**src/rtl/pc_sequencer.sv**
```systemverilog
// pc_sequencer: MIPS fetch-stage program counter with jump/JR/branch redirect.
// Optional macro DELAY_SLOT_EN: when defined, a redirect first fetches one
// delay-slot instruction (SEQ/SLOT FSM) before the target is applied. When
// undefined, an accepted redirect loads the target directly into pc_out.
module pc_sequencer #(
  parameter logic [31:0] RESET_PC = 32'h0040_0000
) (
  input  logic        clk,
  input  logic        rst_n,
  input  logic        stall,
  input  logic        jump,
  input  logic [25:0] instr_index,
  input  logic        jr,
  input  logic [31:0] jr_target,
  input  logic        branch,
  input  logic [15:0] branch_offset,
  output logic [31:0] pc_out,
  output logic [31:0] pc_plus4,
  output logic        in_slot,
  output logic        misalign,
  output logic        redirect_dropped
);

  localparam int unsigned XLEN = 32;
  localparam int unsigned OFFW = 16;
  localparam int unsigned SEXW = XLEN - OFFW - 2;

  logic [XLEN-1:0] r_pc;
  logic            r_misalign;
  logic [XLEN-1:0] w_pc_plus4;
  logic [XLEN-1:0] w_jump_target;
  logic [XLEN-1:0] w_branch_target;
  logic [XLEN-1:0] w_jr_target;
  logic [XLEN-1:0] w_target;
  logic            w_req;
  logic            w_jr_misaligned;

  // Sequential address; depends on pc_out only, wraps mod 2^32.
  assign w_pc_plus4 = r_pc + XLEN'(4);

  // Redirect targets. The jump region comes from PC+4, not PC.
  assign w_jump_target   = {w_pc_plus4[31:28], instr_index, 2'b00};
  assign w_branch_target = w_pc_plus4 + {{SEXW{branch_offset[OFFW-1]}}, branch_offset, 2'b00};
  assign w_jr_target     = {jr_target[31:2], 2'b00};
  assign w_req           = jr | jump | branch;
  assign w_jr_misaligned = jr & (jr_target[1:0] != 2'b00);

  // Priority select of the redirect target: jr > jump > branch.
  always_comb begin
    w_target = w_branch_target;
    if (jr) begin
      w_target = w_jr_target;
    end else if (jump) begin
      w_target = w_jump_target;
    end
  end

  assign pc_out   = r_pc;
  assign pc_plus4 = w_pc_plus4;
  assign misalign = r_misalign;

`ifdef DELAY_SLOT_EN
  typedef enum logic {
    ST_SEQ  = 1'b0,
    ST_SLOT = 1'b1
  } state_t;

  state_t          r_state;
  logic [XLEN-1:0] r_pending_target;
  logic            r_in_slot;
  logic            r_redirect_dropped;

  // Delay-slot FSM: a request in SEQ fetches the slot, then SLOT applies the target.
  always_ff @(posedge clk or negedge rst_n) begin
    if (!rst_n) begin
      r_pc               <= RESET_PC;
      r_state            <= ST_SEQ;
      r_pending_target   <= '0;
      r_in_slot          <= 1'b0;
      r_misalign         <= 1'b0;
      r_redirect_dropped <= 1'b0;
    end else begin
      r_misalign         <= 1'b0;
      r_redirect_dropped <= 1'b0;
      if (!stall) begin
        case (r_state)
          ST_SEQ: begin
            r_pc <= w_pc_plus4;
            if (w_req) begin
              r_pending_target <= w_target;
              r_state          <= ST_SLOT;
              r_in_slot        <= 1'b1;
              r_misalign       <= w_jr_misaligned;
            end
          end
          ST_SLOT: begin
            r_pc               <= r_pending_target;
            r_state            <= ST_SEQ;
            r_in_slot          <= 1'b0;
            r_redirect_dropped <= w_req;
          end
        endcase
      end
    end
  end

  assign in_slot          = r_in_slot;
  assign redirect_dropped = r_redirect_dropped;
`else
  // Direct redirect: an accepted request loads the target on the sampling edge.
  always_ff @(posedge clk or negedge rst_n) begin
    if (!rst_n) begin
      r_pc       <= RESET_PC;
      r_misalign <= 1'b0;
    end else begin
      r_misalign <= 1'b0;
      if (!stall) begin
        r_pc       <= w_req ? w_target : w_pc_plus4;
        r_misalign <= w_jr_misaligned;
      end
    end
  end

  assign in_slot          = 1'b0;
  assign redirect_dropped = 1'b0;
`endif

endmodule

```
**config.mk**
```make
export PLATFORM = sky130hd
export DESIGN_NAME = pc_sequencer
export DESIGN_NICKNAME = d
export VERILOG_FILES = /design/src/rtl/pc_sequencer.sv
export SDC_FILE = /design/constraint.sdc
export NUM_CORES = 1
export LEC_CHECK = 0
export BUFFER_PORTS_ARGS = -buffer_cell sky130_fd_sc_hd__buf_4
export CORE_UTILIZATION = 47
export CTS_CLUSTER_DIAMETER = 200
export CTS_CLUSTER_SIZE = 25
export DETAILED_ROUTE_END_ITERATION = 7
export PLACE_DENSITY = 0.87
export SYNTH_ARGS = -nofsm -noshare
export SYNTH_HDL_FRONTEND = slang
export SYNTH_SLANG_ARGS = --single-unit
export TNS_END_PERCENT = 30
```
**constraint.sdc**
```tcl
create_clock -name clk -period 3.43 [get_ports clk]
set_input_delay 1.029 -clock clk [delete_from_list [all_inputs] [get_ports clk]]
set_output_delay 1.029 -clock clk [all_outputs]
set_load 0.02 [all_outputs]
```
==> metrics.csv, run 1 <==
stage,metric,value,unit
drt,Via Count,5575,
sta,Clock Skew,7.01,ps
synth,share of Yosys cell area claimed by the top area cell type,0.174,
clock_network,cts bufs inserted,5,
grt,initial antenna violation count,0,
placement,count of buffers from port buffering,140,
setup_path,CP arrival,3730,ps
drt,DRT Pass-1 Iters,8,
layout,fin nets,895,
synth,"EDFF count, synth",0,
layout,Antenna Cells,0,
floorplanning,die height,97.9,microns
clock_network,Root Buffer,clkbuf_8,
sta,unrepaired setup endpoints after global routing,true,
drt,Residual DRC,8,
setup_path,crit path launch,pc_out[2],
setup_path,WP data required,3610,ps
clock_network,Clock Latency Late Sink,290,ps
grt,vias in the first global route,5549,
synth,yosys warns,0,
synth,"FF+latch count, synth",31,
sta,worst-margin pin slew,714,ps
floorplanning,die span in x,97.9,microns
clock_network,# clock sinks,31,
sta,hold slack,639,ps
setup_path,crit end category,register,
power,power per cell area,414,nW/um^2
grt,GRT Util Overall,0.355,
setup_path,crit-path max FO,3,
power,Leakage,3.15,nW
synth,most common cell in the netlist,nor2_1,
min_path,worst hold path class,reg -> reg,
floorplanning,IO Pins,147,
drt,Wirelength per Cell,20.0,microns
status,failing checks,"DRC, setup timing",
flow_run,Max Cap Violations,0,
synth,compound-gate portion of the synthesized area,0.316,
setup_path,Setup CP Type,reg -> reg,
synth,syn_area_per_cell,7.66,sq um
clock_network,H-tree levels,2,
drt,post-route ant nets,0,
synth,fraction of registers with async set/reset,1.00,
placement,RD Place Congestion,0.994,
drt,drt initial violations,428,
power,post-layout power,2.77,mW
layout,area grow syn2layout,55.1,%
synth,Post-synth top cells,"nor2_1, nand2_1, a21oi_1, ha_1",
setup_path,Reg-to-Reg Start,pc_out[2],
synth,Syn Inst Count,564,
sta,Max Fclk,282,MHz
synth,synth unique cells,80,
status,status,"finished, violations left",
floorplanning,die area,9580,sq um
clock_network,clock-pin slew on the worst setup and hold paths,70,ps
grt,first-pass GRT wire length,27100,microns
synth,Synth area leader,dfrtp_1,
synth,Synth Flop Type,dfrtp_1,
sta,# setup viols final,3,
sta,Max-slew headroom,0.522,
synth,main area contributors after synthesis,"dfrtp_1, ha_1, xnor2_1",
drt,Via density,6.29,
floorplanning,Core ar.,8810,sq um
synth,main combinational cell family by area after synthesis,compound AO/OA/AOI/OAI gates,
power,maximum VDD drop,0.000278,V
floorplanning,Starting Density,0.491,
synth,sequential fraction of the synthesis area,0.180,
floorplanning,Row Count,34,
sta,Final period util,1.03,
min_path,worst hold start,pc_out[12],
clock_network,Post-CTS Hold Buffers,0,
sta,final hold violation count,0,
synth,fraction of synthesized cell area in xor and xnor cells,0.101,
clock_network,CTS tree,yes,
synth,simple-gate share of the synthesized area,0.227,
placement,dpl hpwl,13100,microns
grt,largest net degree at the start of global routing,48,
sta,Slew Limit Fails,0,
synth,mapped cell area,4320,sq um
synth,Post-Synth Adder-Cell Area,0.109,
setup_path,CP startpoint kind,register,
sta,clock period minus worst slack,3550,ps
grt,GRT overflow,0,
synth,mux contribution to synthesized area,0.0185,
layout,ratio of cells with drive above 1 in the final layout,0.422,
clock_network,Max Root-Sink Buffers,2,
sta,final setup margin,-120,ps
drt,total wire length,17700,microns
[cell families after synthesis]
group / Yosys count
buffers and inverters: 49
flip-flops: 31
XOR/XNOR: 48
AO/OA/AOI/OAI: 200
adder cells (fa/ha/maj): 37
multiplexers: 8
AND/OR/NAND/NOR: 190
other: 1
[critical path: stages, from the launching register on]
cell      delay, ps
dfrtp_2         390
ha_4            150
nand2_4          50
or3_4           410
nor2_4          170
nand4_1         220
xnor2_4         230
ha_4            300
buf_4           120
nand2_1         120
nor2_1          190
a21boi_1        240
nor3_1           70
o21ai_0         260
a21oi_1         170
o41ai_1         350
[stage by stage]
step                      utilization  worst slack, ps  instances  setup TNS, ps  area [sq um]
after floorplan                     -            -31.1        569          -58.9          4530
after global placement          0.706             -198        870           -921          6220
after detailed placement        0.706             -282        870          -1770          6220
after CTS                       0.723            0.945        879              0          6360
after global routing            0.761             -316        887          -2140          6700
final                           0.761             -120        887           -171          6700
[power by group]
group / switching (mW) / internal [mW]
Sequential: 0.0723 / 0.424
Clock: 0.157 / 0.183
Combinational: 1.04 / 0.901
[repair_timing]
item | 4_1_cts | 5_1_grt
setup endpoints to repair | 4 | 20
buffers inserted | 1 | 8
gates resized for setup | 8 | 56
pin swaps | 7 | 46
cloned | 0 | 0
[cell usage in the layout (no fill, tap or decap), drive strengths merged, types with 12 or more instances in the layout]
cell / count
dfrtp: 30
xnor2: 29
nor2: 58
buf: 234
nor3: 17
nand3: 21
a221oi: 12
a21oi: 46
a21o: 18
ha: 36
nand2: 57
inv: 15
xor2: 19
o21ai: 37
[final cells by class]
class | count | area (sq um)
clock buffers | 8 | 100
fillers | 612 | 2100
inverters | 17 | 63.8
multi-input cells | 489 | 3830
flip-flops and latches | 31 | 781
well taps | 108 | 135
repair buffers | 234 | 1790
[state kept, by name, indices dropped and copies added (netlist names)]
signal,count
misalign,1
pc_out,30
[final timing paths]
kind / slack (ps) / cells after the start / to
worst min-delay path: 640 / 3 / pc_out[12]
worst max-delay path: -120 / 15 / pc_out[19]
worst max register to register: -120 / 15 / pc_out[19]
max in group asynchronous: 2380 / 1 / pc_out[15]
worst min register to register: 640 / 3 / pc_out[12]
min in group asynchronous: 690 / 1 / pc_out[29]
[layer usage]
layer  GRT usage  part of all wire  routed length (microns)  vias to the layer above
met3      0.0752              0.11                     1980                       63
met2       0.586              0.47                     8250                      387
met4       0.172             0.038                      669                        0
li1            -                 -                        -                     2509
met1       0.440              0.38                     6820                     2616
met5           0                 0                        0                        -
Note: power is estimated with default switching activity, not from simulation.
==> run 2, diff against run 1 <==
--- a/config.mk
+++ b/config.mk
@@ -6,11 +6,14 @@
 export NUM_CORES = 1
 export LEC_CHECK = 0
 export BUFFER_PORTS_ARGS = -buffer_cell sky130_fd_sc_hd__buf_4
-export CORE_UTILIZATION = 47
+export CELL_PAD_IN_SITES_DETAIL_PLACEMENT = 1
+export CELL_PAD_IN_SITES_GLOBAL_PLACEMENT = 2
+export CORE_UTILIZATION = 26
 export CTS_CLUSTER_DIAMETER = 200
 export CTS_CLUSTER_SIZE = 25
 export DETAILED_ROUTE_END_ITERATION = 7
-export PLACE_DENSITY = 0.87
+export PLACE_DENSITY = 0.82
+export SLEW_MARGIN = 0
 export SYNTH_ARGS = -nofsm -noshare
 export SYNTH_HDL_FRONTEND = slang
 export SYNTH_SLANG_ARGS = --single-unit
==> run 2 against run 1 <==
Net effect: the flow finishes with violations (setup timing); combinational power increased by 6%; global-route usage decreased by 11 points; routed wire length increased by 21%; clock power increased by 50%; first-iteration DRC count decreased by 27%; sequential power about the same; sequential cell count unchanged; sequential share of layout area decreased by 0.71 points; final cell count increased by 15%; critical path type unchanged.
==> metrics.csv, run 2 (synthesis results as in run 1) <==
stage,metric,value,unit,change
status,status,"finished, violations left",,
status,failing checks,setup timing,,
power,post-layout power,3.06,mW,+10%
grt,initial antenna violation count,0,,unchanged
clock_network,clock-pin slew on the worst setup and hold paths,60,ps,about the same
grt,largest net degree at the start of global routing,48,,unchanged
floorplanning,die area,17100,sq um,+79%
layout,"commonest non-fill, non-tap cell in the layout",buf_4,,
layout,fin nets,920,,+2.8%
sta,Max-slew headroom,0.540,,+0.0180
setup_path,WP data required,3610,ps,about the same
sta,Final period util,1.01,,-0.0204
clock_network,Clock Latency Late Sink,290,ps,about the same
placement,Post-Place Setup Slack,-292,ps,-10.4 ps
sta,Slew Limit Fails,0,,unchanged
layout,"Design Area, Final",7140,sq um,+6.5%
clock_network,# clock sinks,31,,unchanged
setup_path,Reg2Reg Depth,16,,+1
clock_network,Root Buffer,clkbuf_16,,
sta,Max Fclk,287,MHz,+2.0%
layout,area grow syn2layout,65.2,%,
clock_network,CTS tree,yes,,
flow_run,Max Cap Violations,0,,unchanged
setup_path,Setup CP Type,reg -> reg,,
power,Leakage,3.32,nW,+5.3%
layout,ratio of cells with drive above 1 in the final layout,0.456,,+0.0341
floorplanning,Core ar.,16100,sq um,+82%
sta,final hold violation count,0,,unchanged
min_path,Hold Path Depth,3,,unchanged
min_path,worst hold path class,reg -> reg,,
placement,RD Place Congestion,0.877,,-12%
sta,unrepaired setup endpoints after global routing,true,,
sta,Setup TNS Final,-66.6,ps,+104 ps
clock_network,Max Root-Sink Buffers,2,,unchanged
drt,Via Count,5485,,-1.6%
layout,filler cell count,1933,,+220%
placement,count of buffers from port buffering,140,,unchanged
sta,worst-margin pin slew,687,ps,-27.0 ps
setup_path,CP arrival,3660,ps,-70 ps
setup_path,crit end category,register,,
layout,max reg flops,30,,unchanged
floorplanning,die span in x,131,microns,+34%
grt,GRT Util Overall,0.248,,-0.107
grt,first-pass GRT wire length,31900,microns,+18%
floorplanning,Row Count,46,,+35%
drt,drt initial violations,312,,-27%
sta,final setup margin,-49.8,ps,+69.9 ps
clock_network,cts bufs inserted,5,,unchanged
grt,vias in the first global route,5672,,+2.2%
layout,Antenna Cells,0,,unchanged
setup_path,crit-path max FO,4,,+1
sta,# setup viols final,3,,unchanged
drt,total wire length,21500,microns,+21%
clock_network,H-tree levels,2,,unchanged
layout,most frequent cells in the layout,"buf_4, nand2_1, nor2_1, a21oi_1, ha_1",,
sta,Clock Skew,3.75,ps,-3.26 ps
drt,Via density,5.38,,-14%
setup_path,CP startpoint kind,register,,
placement,Area after DPL,6520,sq um,+4.9%
drt,post-route ant nets,0,,unchanged
floorplanning,die height,131,microns,+34%
floorplanning,Starting Density,0.269,,-0.222
sta,clock period minus worst slack,3480,ps,-69.9 ps
drt,DRT Pass-1 Iters,4,,-4
power,maximum VDD drop,0.000206,V,-26%
placement,dpl hpwl,16600,microns,+27%
grt,GRT overflow,0,,unchanged
power,power per cell area,429,nW/um^2,+3.6%
floorplanning,IO Pins,147,,unchanged
clock_network,Post-CTS Hold Buffers,0,,unchanged
drt,Wirelength per Cell,21.1,microns,+5.6%
drt,Residual DRC,0,,-8
==> run 2: cell types whose count changed in the layout (fill, tap and decap cells not counted), moves of 3 or more <==
cell       previous run  this run
buf_4               227       256
a21oi_1              43        38
a21oi_2               1         6
clkbuf_16             0         5
clkbuf_8              7         2
o21ai_0              27        23
buf_6                 6         3
xnor2_1              18        15
xnor2_2               6         9
==> run 2: per-layer routing <==
metal	vias up	wire length (microns)	share of wire	global-route usage
met5	-	0	0	0
met1	2706	9240	0.43	0.318
met2	184	10800	0.50	0.429
li1	2561	-	-	-
met3	34	1110	0.052	0.0411
met4	0	367	0.017	0.0629
==> run 2: timing repair <==
action | in CTS | in global routing
setup endpoints to repair | 8 | 22
pin swaps | 5 | 50
resized for setup | 11 | 66
setup buffers | 2 | 8
==> run 2: per-stage QoR <==
| step | utilization | hold slack [ps] | cells |
|---|---|---|---|
| 2_1_floorplan | - | 623 | 569 |
| 3_3_place_gp | 0.406 | 600 | 1002 |
| 3_5_place_dp | 0.406 | 610 | 1002 |
| 4_1_cts | 0.421 | 624 | 1012 |
| 5_1_grt | 0.445 | 671 | 1020 |
| 6_report | 0.445 | 631 | 1020 |
==> run 2: worst paths after layout <==
| kind | start | to | slack [ps] |
|---|---|---|---|
| max | pc_out[2] | pc_out[31] | -50 |
| min | pc_out[12] | pc_out[12] | 630 |
| max reg2reg | pc_out[2] | pc_out[31] | -50 |
| min reg2reg | pc_out[12] | pc_out[12] | 630 |
| max in group asynchronous | rst_n | pc_out[15] | 2350 |
| min in group asynchronous | rst_n | misalign | 710 |
==> run 2: cell type report <==
class                           count  area, sq um  area share
Multi-Input combinational cell    489         3910       0.547
Timing Repair Buffer              259         1960       0.274
Sequential cell                    31          781       0.109
Tap cell                          216          270      0.0379
Clock buffer                        7          153      0.0214
Inverter                           17         63.8     0.00894
Clock inverter                      1         7.51     0.00105
==> run 2: critical path: stages (launching register included) <==
cell and delay [ps]:
dfrtp_2 390, ha_4 160, nand2_4 60, or3_4 370, nor2_4 160, buf_4 130
nand3_2 130, xnor2_4 180, ha_1 310, a21o_1 160, a21o_1 200, a21oi_4 200
o211ai_1 120, o22ai_1 220, mux2i_1 290, mux2i_1 230, nor2_1 60
==> run 2: where the power goes <==
part | internal [mW] | total, mW | switching [mW]
clock | 0.310 | 0.510 | 0.200
combinational | 0.949 | 2.06 | 1.11
sequential | 0.425 | 0.495 | 0.0697
total | 1.68 | 3.06 | 1.38
